**src/rtl/seq_detector_param.sv**
```systemverilog
// Serial pattern detector: captures a word on start and scans it MSB-first
// against PATTERN, reporting found, the match count and the first match position.
module seq_detector_param #(
  parameter int              DATA_W  = 8,
  parameter int              PAT_W   = 5,
  parameter logic [PAT_W-1:0] PATTERN = 5'b10010,
  parameter int              CNT_W   = $clog2(DATA_W+1),
  parameter int              POS_W   = $clog2(DATA_W)
) (
  input  logic              clk,
  input  logic              rst_n,
  input  logic              start,
  input  logic [DATA_W-1:0] data,
  input  logic              overlap,
  output logic              busy,
  output logic              done,
  output logic              match_pulse,
  output logic              found,
  output logic [CNT_W-1:0]  match_count,
  output logic [POS_W-1:0]  first_pos
);

  localparam int FILL_W = $clog2(PAT_W+1);

  typedef enum logic {S_IDLE, S_SCAN} state_t;

  state_t              state_q, state_d;
  logic [DATA_W-1:0]   data_q, data_d;
  logic [POS_W-1:0]    idx_q, idx_d;
  logic [PAT_W-1:0]    window_q, window_d;
  logic [FILL_W-1:0]   fill_q, fill_d;
  logic                ovl_q, ovl_d;
  logic                done_q, done_d;
  logic                mp_q, mp_d;
  logic                found_q, found_d;
  logic [CNT_W-1:0]    cnt_q, cnt_d;
  logic [POS_W-1:0]    first_q, first_d;
  logic [PAT_W-1:0]    nw;
  logic                hit;

  always_ff @(posedge clk or negedge rst_n) begin
    if (!rst_n) begin
      state_q  <= S_IDLE;
      data_q   <= '0;
      idx_q    <= '0;
      window_q <= '0;
      fill_q   <= '0;
      ovl_q    <= 1'b0;
      done_q   <= 1'b0;
      mp_q     <= 1'b0;
      found_q  <= 1'b0;
      cnt_q    <= '0;
      first_q  <= '0;
    end else begin
      state_q  <= state_d;
      data_q   <= data_d;
      idx_q    <= idx_d;
      window_q <= window_d;
      fill_q   <= fill_d;
      ovl_q    <= ovl_d;
      done_q   <= done_d;
      mp_q     <= mp_d;
      found_q  <= found_d;
      cnt_q    <= cnt_d;
      first_q  <= first_d;
    end
  end

  // A start always wins, even mid-scan, so a restart silently drops the old scan.
  always_comb begin
    state_d  = state_q;
    data_d   = data_q;
    idx_d    = idx_q;
    window_d = window_q;
    fill_d   = fill_q;
    ovl_d    = ovl_q;
    done_d   = 1'b0;
    mp_d     = 1'b0;
    found_d  = found_q;
    cnt_d    = cnt_q;
    first_d  = first_q;
    nw       = {window_q[PAT_W-2:0], data_q[idx_q]};
    hit      = 1'b0;

    if (start) begin
      state_d  = S_SCAN;
      data_d   = data;
      ovl_d    = overlap;
      idx_d    = POS_W'(DATA_W-1);
      window_d = '0;
      fill_d   = '0;
      found_d  = 1'b0;
      cnt_d    = '0;
      first_d  = '0;
    end else if (state_q == S_SCAN) begin
      window_d = nw;
      fill_d   = (fill_q == FILL_W'(PAT_W)) ? fill_q : fill_q + 1'b1;
      hit      = (int'(fill_q) + 1 >= PAT_W) && (nw == PATTERN);
      if (hit) begin
        cnt_d   = cnt_q + 1'b1;
        mp_d    = 1'b1;
        found_d = 1'b1;
        if (!found_q) first_d = idx_q;
        // Non-overlapping mode needs PAT_W fresh bits before the next match.
        if (!ovl_q) fill_d = '0;
      end
      if (idx_q == '0) begin
        state_d = S_IDLE;
        done_d  = 1'b1;
      end else begin
        idx_d = idx_q - 1'b1;
      end
    end
  end

  assign busy        = (state_q == S_SCAN);
  assign done        = done_q;
  assign match_pulse = mp_q;
  assign found       = found_q;
  assign match_count = cnt_q;
  assign first_pos   = first_q;

endmodule

```
**config.mk**
```make
export PLATFORM = sky130hd
export DESIGN_NAME = seq_detector_param
export DESIGN_NICKNAME = d
export VERILOG_FILES = /design/src/rtl/seq_detector_param.sv
export SDC_FILE = /design/constraint.sdc
export NUM_CORES = 1
export LEC_CHECK = 0
export BUFFER_PORTS_ARGS = -buffer_cell sky130_fd_sc_hd__buf_4
export CAP_MARGIN = 20
export CORE_MARGIN = 1.5
export CORE_UTILIZATION = 37
export CTS_CLUSTER_DIAMETER = 60
export DETAILED_ROUTE_END_ITERATION = 10
export SETUP_SLACK_MARGIN = 0.2
export SLEW_MARGIN = 20
export SYNTH_ARGS = -nofsm -noshare
export SYNTH_HDL_FRONTEND = slang
export SYNTH_SLANG_ARGS = --single-unit
```
**constraint.sdc**
```tcl
create_clock -name clk -period 2.5 [get_ports clk]
set_clock_uncertainty 0.05 [all_clocks]
set_input_delay 0.25 -clock clk [delete_from_list [all_inputs] [get_ports clk]]
set_output_delay 0.25 -clock clk [all_outputs]
set_load 0.01 [all_outputs]
```
# Word level (Yosys, flattened, before mapping)
# Index checks and enable logic that the tools add are counted.
[totals]
regBits = 30
latchBits = 0
mem_bits_rw = 0
mem_bits_ro = 0
input_bits = 12
n_memories = 0
[classes]
addsub = 4
mul = 0
div_mod_pow = 0
order_cmp = 2
eq_ne = 4
shifts = 0
n_mux = 31
bitwise = 0
n_reduce_logical = 7
[ops]
columns = ["op", "n"]
rows = [
  ["3-bit two-way mux", 12],
  ["4-bit two-way mux", 5],
  ["1-bit two-way mux", 13],
  ["5-bit equality test, second input constant", 1],
  ["3-bit by 1-bit adder with 4-bit output, second input constant", 1],
  ["4-bit by 1-bit adder with 4-bit output, second input constant", 1],
  ["4-bit by 3-bit greater-or-equal comparator with 1-bit output, second input constant", 1],
  ["3-bit by 4-bit less-than comparator with 1-bit output, second input constant", 1],
  ["2-bit != test, second input constant", 2],
  ["2-bit AND reduction", 2],
  ["2-bit nonzero test", 2],
  ["3-bit by 1-bit adder with 3-bit output, second input constant", 1],
  ["1-bit binary-select mux with 3-bit select", 1],
  ["3-bit equality test, second input constant", 1],
  ["3-bit zero test", 1],
  ["3-bit AND reduction", 1],
  ["3-bit by 1-bit subtractor with 3-bit output, second input constant", 1],
  ["1-bit logical AND", 1],
]

# Logic depth before layout (Yosys ltp)
# Gate-level depths: netlist (run 1).
[depth]
word_depth = 7
mapped_depth = 6

# Least setup slack after synthesis (run 1)
# No wires, ideal clock.
[synth_timing]
kind = "reg-to-reg"
start = "register idx_q[0]"
end = "register cnt_q[0], in the netlist match_count[0]"
setup_ns = 0.078
arrival_time_ns = 1.803
required_time_ns = 2.372
slack_ns = 0.568
path_stages_with_launch = 6
n_path_buf = 1
synth_period_minus_slack_ns = 1.932
path_cell_list = "dfrtp_1 mux4_2 mux2_2 buf_2 or3_1 a21oi_1"
[synth_between]
elab_chain_cells = 6
[synth_lines]
columns = ["element", "line_no", "source"]
rows = [
  ["from (decl)", "29", "logic [POS_W-1:0] idx_q, idx_d;"],
  ["from (signal assigned)", "57", "idx_q <= idx_d;"],
  ["1-bit binary-select mux with 3-bit select", "82", "nw = {window_q[PAT_W-2:0], data_q[idx_q]};"],
  ["1-bit two-way mux (implied by the code)", "82", ""],
  ["5-bit equality test", "98", "hit = (int'(fill_q) + 1 >= PAT_W) && (nw == PATTERN);"],
  ["1-bit logical AND", "98", ""],
  ["2-bit nonzero test (no source line)", "n/a", ""],
  ["2-bit AND reduction (no source line)", "n/a", ""],
  ["to (signal assigned)", "64", "cnt_q <= cnt_d;"],
  ["to (decl)", "36", "logic [CNT_W-1:0] cnt_q, cnt_d;"],
]
# No other way between the ends. The select of a mux whose other input is x is not followed.
# A chain may end at the register's enable or synchronous reset.

# Worst setup path in the final report (run 1)
[layout_timing]
start = "register window_q[2]"
end = "register cnt_q[3], in the netlist match_count[3]"
[layout_between]
elab_chain_cells = 4
[layout_lines]
columns = ["element", "line_no", "source"]
rows = [
  ["from (decl)", "30", "logic [PAT_W-1:0] window_q, window_d;"],
  ["from (signal assigned)", "58", "window_q <= window_d;"],
  ["5-bit equality test", "98", ""],
  ["1-bit logical AND", "98", ""],
  ["2-bit nonzero test (no source line)", "n/a", ""],
  ["2-bit AND reduction (no source line)", "n/a", ""],
]
# No other way between the ends.

==> run summary, run 1 <==
The flow ran to the end, and the final reports show no timing, DRC or antenna violations. The most instantiated library cell after synthesis is sky130_fd_sc_hd__dfrtp_1. The yosys synthesis warning count was 0; the depth of the worst hold-timing path was 2.

The count of final hold-check violations is 0, and the number of buffer and inverter stages on the critical path is 0. The first TritonRoute pass finished after 5 iterations. Synthesis produced a netlist with a net count of 146. The total power divided by cell area is 649 nW/um^2, and the detail-routed net length per standard cell is 14.5 microns. The floorplan has 22 rows. For the worst setup path, the data arrival time is 2.31 ns. Counting along the longest clock path gives a buffer depth of 2.

The most instantiated flip-flop cell in the synthesis netlist is sky130_fd_sc_hd__dfrtp_1. The floorplan step defined a core boundary enclosing 3720 sq um. The antenna diode count is 0, and the routability congestion estimate from global placement is 0.775. For the max-cap violation count, the log shows 0.

CTS saw 30 sinks. Fraction of layout instances using a drive strength above 1: 0.232. The kind of critical path was register to register. The routed design has 2.94 mm of wire.

The total number of vias was 1081; the number of flip-flops and latches in the synthesized netlist was 30. Before CTS, the worst setup slack after placement is 0.348 ns. In this run the cell area of the synthesized design comes to 1450 sq um. The H-tree was split into 2 levels. The area of the die was 4300 sq um.

Root buffer cell: sky130_fd_sc_hd__clkbuf_8. Among all stages on the critical path, the largest delay is contributed by sky130_fd_sc_hd__or4_1. The delay of the slowest cell on the worst path is 0.56 ns. Family with the most delay on the worst path: simple AND/OR/NAND/NOR gates. Once routing completed, OpenROAD measured the worst setup slack at 0.347 ns. Setup repair after global routing left no endpoint under its margin.

The vias per cell is 5.33, and the DRC violation count after routing is 0. The run gives 0 as the initial antenna violation count. Counting every instance in the synthesized netlist gives 128. The static power due to leakage is 0.828 nW. The net count of the finished layout is 172.

Entering global routing, the biggest net connects 34 pins. Clock tree synthesis inserted a total of 5 buffers. The number of cells on the worst reg-to-reg path came out at 4. The worst hold path terminates at data_q[6].

STA classifies the critical path endpoint as a register. For the final total negative setup slack, the log shows 0 ns. The utilization of the core after routing is 0.481, and the part of the Yosys area used for sequential elements is 0.518.

The first global-routing pass estimated 4.86 mm of wire. Effective utilization at floorplan: 0.390. Counting flops with a built-in enable in the synthesized netlist gives 0. Pin placement for this block handled 23 I/O pins. Relative to the synthesized area, the layout overhead comes to 23.4%. Kind of start point of the critical path: a register.

The run gives 0 as the number of endpoints failing setup at the final stage. Across all register-to-register paths, the minimum setup slack is 0.35 ns. From left edge to right edge, the die measures 65.6 microns. The worst-case IR drop observed on VDD is 0.288 mV.

After legalization and detailed placement, the total HPWL measured 2.07 mm. The clock period could shrink to 2.15 ns. The post-route clock period utilization is 0.861, and the area share of the largest cell type after synthesis is 0.518.

For the worst setup path, the data required time is 2.66 ns. The post-synthesis async set-or-reset flop share was 1.00; the mean cell area of the mapped netlist was 11.3 sq um. The tools report the DRC violation total after the first TritonRoute iteration as 29.

The critical path goes through nor4bb_1, o2111ai_2, or4_1, a21oi_1. The biggest area contributor in the post-synthesis netlist is sky130_fd_sc_hd__dfrtp_1. The largest fanout on the critical path was 8. Capturing point of the worst reg2reg path: match_count[3]. By area the synthesized netlist is led by sky130_fd_sc_hd__dfrtp_1 (52%), sky130_fd_sc_hd__mux2_1 (5.4%), sky130_fd_sc_hd__ha_1 (5.2%), sky130_fd_sc_hd__mux2i_1 (3.5%), sky130_fd_sc_hd__a21oi_1 (3.1%).

The number of I/O port buffers was 22. The worst hold path begins at data[6]. The start point of the critical path was window_q[2]. TritonCTS built the clock tree. The final-report max-slew violation count is 0, and the tightest slew margin relative to the limit is 0.609.

The tools report the worst reg2reg path startpoint as window_q[2]. After synthesis, the most frequently instantiated cells are sky130_fd_sc_hd__dfrtp_1 (30), sky130_fd_sc_hd__a21oi_1 (9), sky130_fd_sc_hd__nor2_1 (8). The detail route stage leaves a number of antenna-violating nets equal to 0. Based on the critical path, the design can be clocked at up to 464 MHz. The number of post-CTS setup repair buffers was 0. At the later pin of the worst-skew pair, clock insertion delay measures 0.29 ns. The register clock-pin slew on the reported worst setup and hold paths was 0.06 ns. For the aggregate global-route resource usage, the log shows 0.159.

In this run the worst hold path is classified as primary input to register. The die is 65.6 microns tall. The number of global-route vias before repair was 1033. Number of distinct library cell variants in the gate-level netlist after synthesis: 34. The tools report the leftover overflow at the end of global routing as 0. The slew at the pin closest to its max-slew limit came out at 0.579 ns.
-- area by class of cell --
| class | count | area [sq um] |
|---|---|---|
| tap | 48 | 60.1 |
| clock buffer | 7 | 76.3 |
| clock inverter | 1 | 30.0 |
| timing repair buffer | 25 | 190 |
| inverter | 7 | 26.3 |
| multi-input combinational | 85 | 654 |
| sequential | 30 | 751 |
| fill | 368 | 1930 |
-- layout by cell type, fill, tap and decap left out, types with 2 or more instances in the layout --
master	instances
sky130_fd_sc_hd__inv_1	7
sky130_fd_sc_hd__ha_1	6
sky130_fd_sc_hd__mux2i_1	5
sky130_fd_sc_hd__o21ai_0	2
sky130_fd_sc_hd__nand2_1	6
sky130_fd_sc_hd__nand2b_1	3
sky130_fd_sc_hd__mux4_2	2
sky130_fd_sc_hd__dfrtp_1	30
sky130_fd_sc_hd__nand3_1	3
sky130_fd_sc_hd__nand4_1	3
sky130_fd_sc_hd__nor2_1	8
sky130_fd_sc_hd__buf_4	24
sky130_fd_sc_hd__o31ai_1	5
sky130_fd_sc_hd__a21oi_1	9
sky130_fd_sc_hd__a211o_1	2
sky130_fd_sc_hd__mux2_2	3
sky130_fd_sc_hd__or3_1	2
sky130_fd_sc_hd__clkbuf_1	2
sky130_fd_sc_hd__a211oi_1	2
sky130_fd_sc_hd__clkbuf_8	5
sky130_fd_sc_hd__o21ai_1	3
sky130_fd_sc_hd__mux2_1	7
-- timing repair --
item / CTS / global route
setup endpoints to repair: 0 / 1
endpoints found under the hold margin: 30 / 0
resized for setup: 0 / 1
hold buffers: 1 / 0
-- worst register-to-register path: stages (launching register included) --
cell	delay, ns
sky130_fd_sc_hd__dfrtp_1	0.40
sky130_fd_sc_hd__nor4bb_1	0.55
sky130_fd_sc_hd__o2111ai_2	0.38
sky130_fd_sc_hd__or4_1	0.56
sky130_fd_sc_hd__a21oi_1	0.15
-- worst max path at each step --
stage | end | slack [ns] | cells after the start
6_report | match_count[3] | 0.35 | 4
2_1_floorplan | match_count[0] | 0.57 | 5
3_5_place_dp | match_count[3] | 0.35 | 4
4_1_cts | match_count[3] | 0.32 | 4
3_3_place_gp | match_count[3] | 0.43 | 4
5_1_grt | match_count[3] | 0.22 | 4
-- cell families (layout without fill, tap and decap cells) --
logic type	after synthesis	count (layout)	synth area share
XOR/XNOR	1	1	0.00605
flip-flops	30	30	0.518
adder cells (fa/ha/maj)	6	6	0.0518
multiplexers	17	17	0.143
buffers and inverters	13	40	0.0345
AO/OA/AOI/OAI	29	29	0.130
AND/OR/NAND/NOR	32	32	0.116
-- per-stage QoR --
stage	cell area [sq um]	power, W	cells	hold WS [ns]
global route	1790	0.00123	203	0.121
global placement	1670	0.000684	194	0.149
finish	1790	0.00116	203	0.128
detailed placement	1670	0.000694	194	0.147
CTS	1780	0.00118	203	0.119
floorplan	1450	0.000639	128	-0.0956
-- report_power, final --
group	internal [W]	total, W	switching [W]	leakage, nW
logic	0.0000685	0.000145	0.0000760	0.398
registers	0.000515	0.000541	0.0000261	0.377
clock network	0.000298	0.000474	0.000177	0.0524
total	0.000881	0.00116	0.000279	0.828
-- layer usage --
layer	track usage	part of all wire	vias up
li1	-	-	521
met1	0.174	0.42	522
met2	0.261	0.51	34
met3	0.0616	0.056	4
met4	0.0938	0.022	0
met5	0	0	-
-- sequential cells by signal (all words and copies together) (netlist names) --
name,count
match_pulse,1
fill_q,3
busy,1
data_q,8
match_count,4
ovl_q,1
done,1
idx_q,3
first_pos,3
found,1
window_q,4
(Power assumes the default switching activity.)
==> run 2: changes to the inputs <==
CORE_UTILIZATION = 55   (was 37)
PLACE_DENSITY = 0.78   (was not set)
==> run 2 against run 1 <==
Power shrank 17%. First-iteration DRC count shrank 21%. Register-to-register slack better by 0.02 ns. Sequential share of layout area up 2.1 points. Core utilization is 21 points higher. Global-route usage up 5.9 points. Routed wire length is 8.2% lower. Via count decreased by 0.28%. Cell area fell by 4.7%. Count of clock-buffer cells in the layout fell by 1. Largest power group unchanged.
==> run summary, run 2 (synthesis gave the netlist of run 1 again) <==
The total clock buffers created by CTS was 5 (unchanged); the tightest slew margin relative to the limit was 0.649 (was 0.609). The tools report the worst reg2reg path startpoint as idx_q[0] (was window_q[2]). The end point of the most critical hold path is ovl_q (was data_q[6]).

The run gives 1 (unchanged) as the number of buffers inserted by hold repair at cts. The path category of the worst min-delay check is primary input to register (unchanged). The number of buffer and inverter stages on the critical path is 0 (unchanged), and the detail-routed net length per standard cell is 14.8 microns (was 14.5 microns).

Final non-filler cell total: 183 (was 203). The number of rows in the core area is 18 (was 22). Clock network latency to the later pin of the worst-skew pair: 0.32 ns (was 0.29 ns). The number of cells on the worst reg-to-reg path came out at 4 (unchanged). The total core area is 2480 sq um (was 3720 sq um), and the number of global-route vias before repair is 1011 (was 1033).

Setup repair after global routing left no endpoint under its margin. For the final total negative setup slack, the log shows 0 ns (unchanged). The sort of element at the end of the critical path was a register (unchanged). The register with the most flip-flops is data_q (unchanged). The die outline width was 54.3 microns (was 65.6 microns); the utilization of the core after routing was 0.688 (was 0.481).

The logs give 0.000957 W (was 0.00116 W) for the post-route total power and 0 (unchanged) for the antenna violation net count after detailed routing. The cell total after placement was 176 (was 194); the highest attainable clock frequency was 469 MHz (was 464 MHz). The most common cell after layout, fill and taps aside is sky130_fd_sc_hd__dfrtp_1 (unchanged).

The aggregate global-route resource usage came out at 0.218 (was 0.159). The flow ran to the end, and the final reports show no timing, DRC or antenna violations. The run gives 0 (unchanged) as the number of endpoints failing setup at the final stage. The detailed-placement wirelength estimate is 1.95 mm (was 2.07 mm).

Family with the most delay on the worst path: multiplexers (was simple AND/OR/NAND/NOR gates). The total number of vias came out at 1078 (was 1081). The fraction of layout instances using a drive strength above 1 was 0.229 (was 0.232). The tools report the root buffer cell as sky130_fd_sc_hd__clkbuf_4 (was sky130_fd_sc_hd__clkbuf_8).

The routed wire length is 2.70 mm (was 2.94 mm), and the depth of the worst hold-timing path is 3 (was 2). Post-route clock period utilization: 0.853 (was 0.861). The run gives 4.46 mm (was 4.86 mm) as the first-pass GRT wire length. The worst hold path startpoint is overlap (was data[6]). The net count reported at finish was 172 (unchanged); the post-cts resize count was 0 (unchanged). The run gives 0.443 mV (was 0.288 mV) as the peak supply drop.

The routability congestion estimate from global placement came out at 0.718 (was 0.775). The number of post-CTS setup repair buffers is 0 (unchanged). TritonCTS built the clock tree. The required time of the critical path is 2.70 ns (was 2.66 ns). The relative area change from synthesis to final layout was 17.6% (was 23.4%). The boundary pin count was 23 (unchanged).

The leftover overflow at the end of global routing is 0 (unchanged). The number of search-and-repair iterations in the first detailed-routing pass came out at 4 (was 5). The total power divided by cell area is 562 nW/um^2 (was 649 nW/um^2), and the DRC violation total after the first TritonRoute iteration is 23 (was 29). The vias per cell was 5.89 (was 5.33); the H-tree depth was 2 (unchanged). The tools report the final setup slack of the worst path as 0.369 ns (was 0.347 ns). The worst slack after detailed placement came out at 0.375 ns (was 0.348 ns). The initial antenna violation count was 0 (unchanged); the area taken by multi-input logic gates was 648 sq um (was 654 sq um). The largest fanout on the critical path is 11 (was 8). The flip-flop and latch area was 751 sq um (unchanged). The number of I/O port buffers came out at 22 (unchanged). Kind of start point of the critical path: a register (unchanged). The number of flip-flops in the largest register is 8 (unchanged), and the static power due to leakage is 0.805 nW (was 0.828 nW). The library cell contributing the largest single delay on the critical path is sky130_fd_sc_hd__mux4_2 (was sky130_fd_sc_hd__or4_1). The number of sinks driven by the clock tree is 30 (unchanged), and the clock period minus worst slack is 2.13 ns (was 2.15 ns).

Count of final hold-check violations: 0 (unchanged). The logs give 0 (unchanged) for the final-report max-slew violation count and 0 (unchanged) for the max-cap violation count. Slew at the pin closest to its max-slew limit: 0.526 ns (was 0.579 ns). The critical path depth in cells is 4 (unchanged). Top library cells by usage in the layout, fill and taps aside: sky130_fd_sc_hd__dfrtp_1 (30), sky130_fd_sc_hd__buf_4 (24), sky130_fd_sc_hd__a21oi_1 (9) (unchanged). The tools report the capturing point of the worst reg2reg path as match_count[3] (unchanged).

The data arrival time of the critical path is 2.33 ns (was 2.31 ns), and the chip height is 54.3 microns (was 65.6 microns). The logs give 0 (unchanged) for the antenna diode count and 0.585 (was 0.390) for the effective utilization at floorplan. The area of the die was 2950 sq um (was 4300 sq um).

The run gives 0 (unchanged) as the DRC violation count after routing. Maximum number of pins on one net before global-route repair: 34 (unchanged). Critical path, cell by cell: mux4_2, mux2_2, or4_1, a21oi_1 (was nor4bb_1, o2111ai_2, or4_1, a21oi_1).

Maximum root-to-sink buffer count: 2 (unchanged). Register clock-pin slew on the reported worst setup and hold paths: 0.09 ns (was 0.06 ns). The worst reg-to-reg setup slack was 0.37 ns (was 0.35 ns). The number of inserted filler cells in the final layout is 189 (was 368). The kind of critical path is register to register (unchanged). Delay of the slowest cell on the worst path: 0.53 ns (was 0.56 ns).
run 2: cell count changes in the layout (fill, tap and decap cells not counted), sizes merged:
cell and delta:
bufinv -1, clkbuf -1
run 2: stage by stage:
| stage | cell area, sq um | hold slack (ns) |
|---|---|---|
| global route | 1700 | 0.0738 |
| global placement | 1640 | 0.144 |
| finish | 1700 | 0.0885 |
| CTS | 1700 | 0.0841 |
| detailed placement | 1640 | 0.148 |
| floorplan | 1450 | -0.0956 |
run 2: worst min-delay path: stages:
cell and delay (ns):
sky130_fd_sc_hd__buf_4 0.08, sky130_fd_sc_hd__nand2_1 0.04, sky130_fd_sc_hd__o21ai_0 0.06
run 2: report_power, final:
part / internal, W / switching, W
Combinational: 0.0000677 / 0.0000726
Sequential: 0.000514 / 0.0000257
Clock: 0.000126 / 0.000151
run 2: worst max path at each step:
stage | start | end | slack, ns
finish | idx_q[0] | match_count[3] | 0.37
detailed placement | idx_q[0] | match_count[3] | 0.38
CTS | idx_q[0] | match_count[3] | 0.36
floorplan | idx_q[0] | match_count[0] | 0.57
global placement | idx_q[0] | match_count[3] | 0.42
global route | idx_q[0] | match_count[3] | 0.28
run 2: layout make-up:
class / count / area share
sequential: 30 / 0.441
multi-input combinational: 85 / 0.380
clock buffer: 6 / 0.0301
inverter: 7 / 0.0154
timing repair buffer: 25 / 0.112
tap: 30 / 0.0220
run 2: per-layer routing:
metal / share of wire / track usage / vias up
met2: 0.52 / 0.371 / 17
met4: 0.015 / 0.100 / 0
met5: 0 / 0 / -
li1: - / - / 520
met3: 0.036 / 0.0656 / 5
met1: 0.43 / 0.251 / 536
==> run 3: changes to the inputs <==
CORE_UTILIZATION = 49   (was 55)
PLACE_DENSITY = 0.73   (was 0.78)
clock period = 1.7 ns   (was 2.5 ns; I/O delays follow)
==> run 3 against run 2 <==
Core utilization grew 3.8 points. First-iteration DRC count grew 74%. Cell area grew 18%. The flow now finishes with violations (setup timing). Critical path type unchanged. Worst setup slack lost 0.60 ns. Cell count grew 15%. Sequential share of layout area shrank 6.8 points. Hold slack lost 0.083 ns. Clock power grew 37%. Fmax grew 10%. Largest power group unchanged. Routed wire length grew 22%. Sequential power grew 47%. Largest cell class unchanged.
==> run summary, run 3 (synthesis gave the netlist of run 1 again) <==
The antenna violation net count after detailed routing is 0 (unchanged). The number of cells on the worst reg-to-reg path was 4 (unchanged). The effective utilization at floorplan is 0.521 (was 0.585), and the required time of the critical path is 1.91 ns (was 2.70 ns). Number of global-route vias before repair: 1205 (was 1011). The highest attainable clock frequency was 517 MHz (was 469 MHz). The data arrival time of the critical path is 2.15 ns (was 2.33 ns), and the initial antenna violation count is 0 (unchanged). The relative area change from synthesis to final layout came out at 39.3% (was 17.6%). For the first-pass GRT wire length, the log shows 5.55 mm (was 4.46 mm). The kind of critical path was register to register (unchanged). The path category of the worst min-delay check is primary input to register (unchanged).

The vias per cell was 5.74 (was 5.89); the area of the die was 3290 sq um (was 2950 sq um). The final-layout worst hold slack was 0.00534 ns (was 0.0885 ns). For the antenna diode count, the log shows 0 (unchanged). The total clock buffers created by CTS is 5 (unchanged), and the largest fanout on the critical path is 4 (was 11). The tools report the boundary pin count as 23 (unchanged). Register with the most flip-flops: data_q (unchanged).

The root buffer cell was sky130_fd_sc_hd__clkbuf_4 (unchanged). For the final setup slack of the worst path, the log shows -0.233 ns (was 0.369 ns). TritonCTS built the clock tree. For the final-report max-slew violation count, the log shows 0 (unchanged). The run gives 19 (was 18) as the number of rows in the core area. The worst slack after detailed placement was -0.220 ns (was 0.375 ns); the H-tree depth was 2 (unchanged).

The register clock-pin slew on the reported worst setup and hold paths was 0.08 ns (was 0.09 ns); the die outline width was 57.4 microns (was 54.3 microns). The slew at the pin closest to its max-slew limit is 0.393 ns (was 0.526 ns). The number of flip-flops in the largest register is 8 (unchanged). The routability congestion estimate from global placement came out at 0.871 (was 0.718). The final reports fail on setup timing. The tools report the total number of vias as 1212 (was 1078). The run gives 0.226 (was 0.218) as the aggregate global-route resource usage. Setup repair after global routing could not meet its margin everywhere. The max-cap violation count is 0 (unchanged). Top library cells by usage in the layout, fill and taps aside: sky130_fd_sc_hd__buf_4 (41), sky130_fd_sc_hd__dfrtp_1 (29), sky130_fd_sc_hd__a21oi_1 (8) (was sky130_fd_sc_hd__dfrtp_1 (30), sky130_fd_sc_hd__buf_4 (24), sky130_fd_sc_hd__a21oi_1 (9)).

The clock network latency to the later pin of the worst-skew pair was 0.33 ns (was 0.32 ns); the total core area was 2780 sq um (was 2480 sq um). The most common cell after layout, fill and taps aside was sky130_fd_sc_hd__buf_4 (was sky130_fd_sc_hd__dfrtp_1). The chip height was 57.4 microns (was 54.3 microns).

The sort of element at the end of the critical path was a register (unchanged). The maximum root-to-sink buffer count is 2 (unchanged). The clock period minus worst slack is 1.93 ns (was 2.13 ns), and the count of final hold-check violations is 0 (unchanged).

The utilization of the core after routing is 0.726 (was 0.688). The DRC violation total after the first TritonRoute iteration came out at 40 (was 23). The fraction of layout instances using a drive strength above 1 is 0.411 (was 0.229). The maximum number of pins on one net before global-route repair was 34 (unchanged).

The detail-routed net length per standard cell is 15.7 microns (was 14.8 microns). The run gives 0.738 (was 0.649) as the tightest slew margin relative to the limit. The logs give 0.00153 W (was 0.000957 W) for the post-route total power and 2.17 mm (was 1.95 mm) for the detailed-placement wirelength estimate. Kind of start point of the critical path: a register (unchanged).

The number of I/O port buffers works out to 22 (unchanged). Total power divided by cell area: 760 nW/um^2 (was 562 nW/um^2). The run finished, with violations left.

The tools report the static power due to leakage as 0.935 nW (was 0.805 nW). The peak supply drop is 0.637 mV (was 0.443 mV). The tools report the number of search-and-repair iterations in the first detailed-routing pass as 5 (was 4). The net count reported at finish is 198 (was 172). The depth of the worst hold-timing path is 2 (was 3). For the number of sinks driven by the clock tree, the log shows 30 (unchanged). The tools report the number of endpoints failing setup at the final stage as 13 (was 0).

The tools report the DRC violation count after routing as 0 (unchanged). The leftover overflow at the end of global routing is 0 (unchanged), and the post-route clock period utilization is 1.14 (was 0.853). The routed wire length was 3.31 mm (was 2.70 mm).
-- run 3: cell count changes in the layout (fill, tap and decap cells not counted), moves of 2 or more --
cell / delta
sky130_fd_sc_hd__inv_1: -3
sky130_fd_sc_hd__o31ai_2: +4
sky130_fd_sc_hd__dlygate4sd3_1: +4
sky130_fd_sc_hd__buf_4: +17
sky130_fd_sc_hd__buf_6: +5
sky130_fd_sc_hd__o31ai_1: -4
sky130_fd_sc_hd__inv_2: +2
sky130_fd_sc_hd__clkbuf_1: +2
-- run 3: cell type report --
class | instances | area (sq um)
Multi-Input combinational cell | 85 | 739
Fill cell | 194 | 763
Sequential cell | 30 | 752
Timing Repair Buffer | 51 | 414
Tap cell | 31 | 38.8
Inverter | 7 | 28.8
Clock buffer | 7 | 45.0
-- run 3: path summary, 6_finish.rpt --
check,from,end,slack [ns]
max,idx_q[0],match_count[3],-0.23
min,data[3],data_q[3],0.005
max reg2reg,idx_q[0],match_count[3],-0.23
min reg2reg,data_q[2],data_q[2],0.45
max in group asynchronous,rst_n,idx_q[0],1.06
min in group asynchronous,rst_n,match_count[3],0.25
-- run 3: critical path, cell delays in order, from the launching register on --
cell                      delay, ns
sky130_fd_sc_hd__dfrtp_2       0.41
sky130_fd_sc_hd__mux4_2        0.54
sky130_fd_sc_hd__mux2_4        0.30
sky130_fd_sc_hd__or4_1         0.44
sky130_fd_sc_hd__a21oi_2       0.13
-- run 3: stage by stage --
stage               setup TNS, ns  instance area, sq um  instances
finish                      -1.76                  2020        211
global route                -2.82                  2020        211
CTS                         -1.21                  1910        205
detailed placement          -1.28                  1760        190
global placement           -0.779                  1760        190
floorplan                  -0.699                  1470        128
-- run 3: power by group --
| group | internal (W) | switching (W) |
|---|---|---|
| clock | 0.000155 | 0.000223 |
| sequential | 0.000757 | 0.0000356 |
| combinational | 0.000198 | 0.000165 |
| total | 0.00111 | 0.000424 |
-- run 3: metal layers --
metal	part of all wire	up-vias	track usage
met4	0.022	0	0.0930
met2	0.52	34	0.385
li1	-	568	-
met3	0.045	9	0.0748
met5	0	-	0
met1	0.41	601	0.260
-- run 3: what timing repair did --
item                                    CTS  global route
pin swaps                                 9             6
hold endpoints to repair                 33             1
setup buffers                             4             5
resized for setup                        10            16
hold buffers                              4             1
endpoints found under the setup margin   15            17
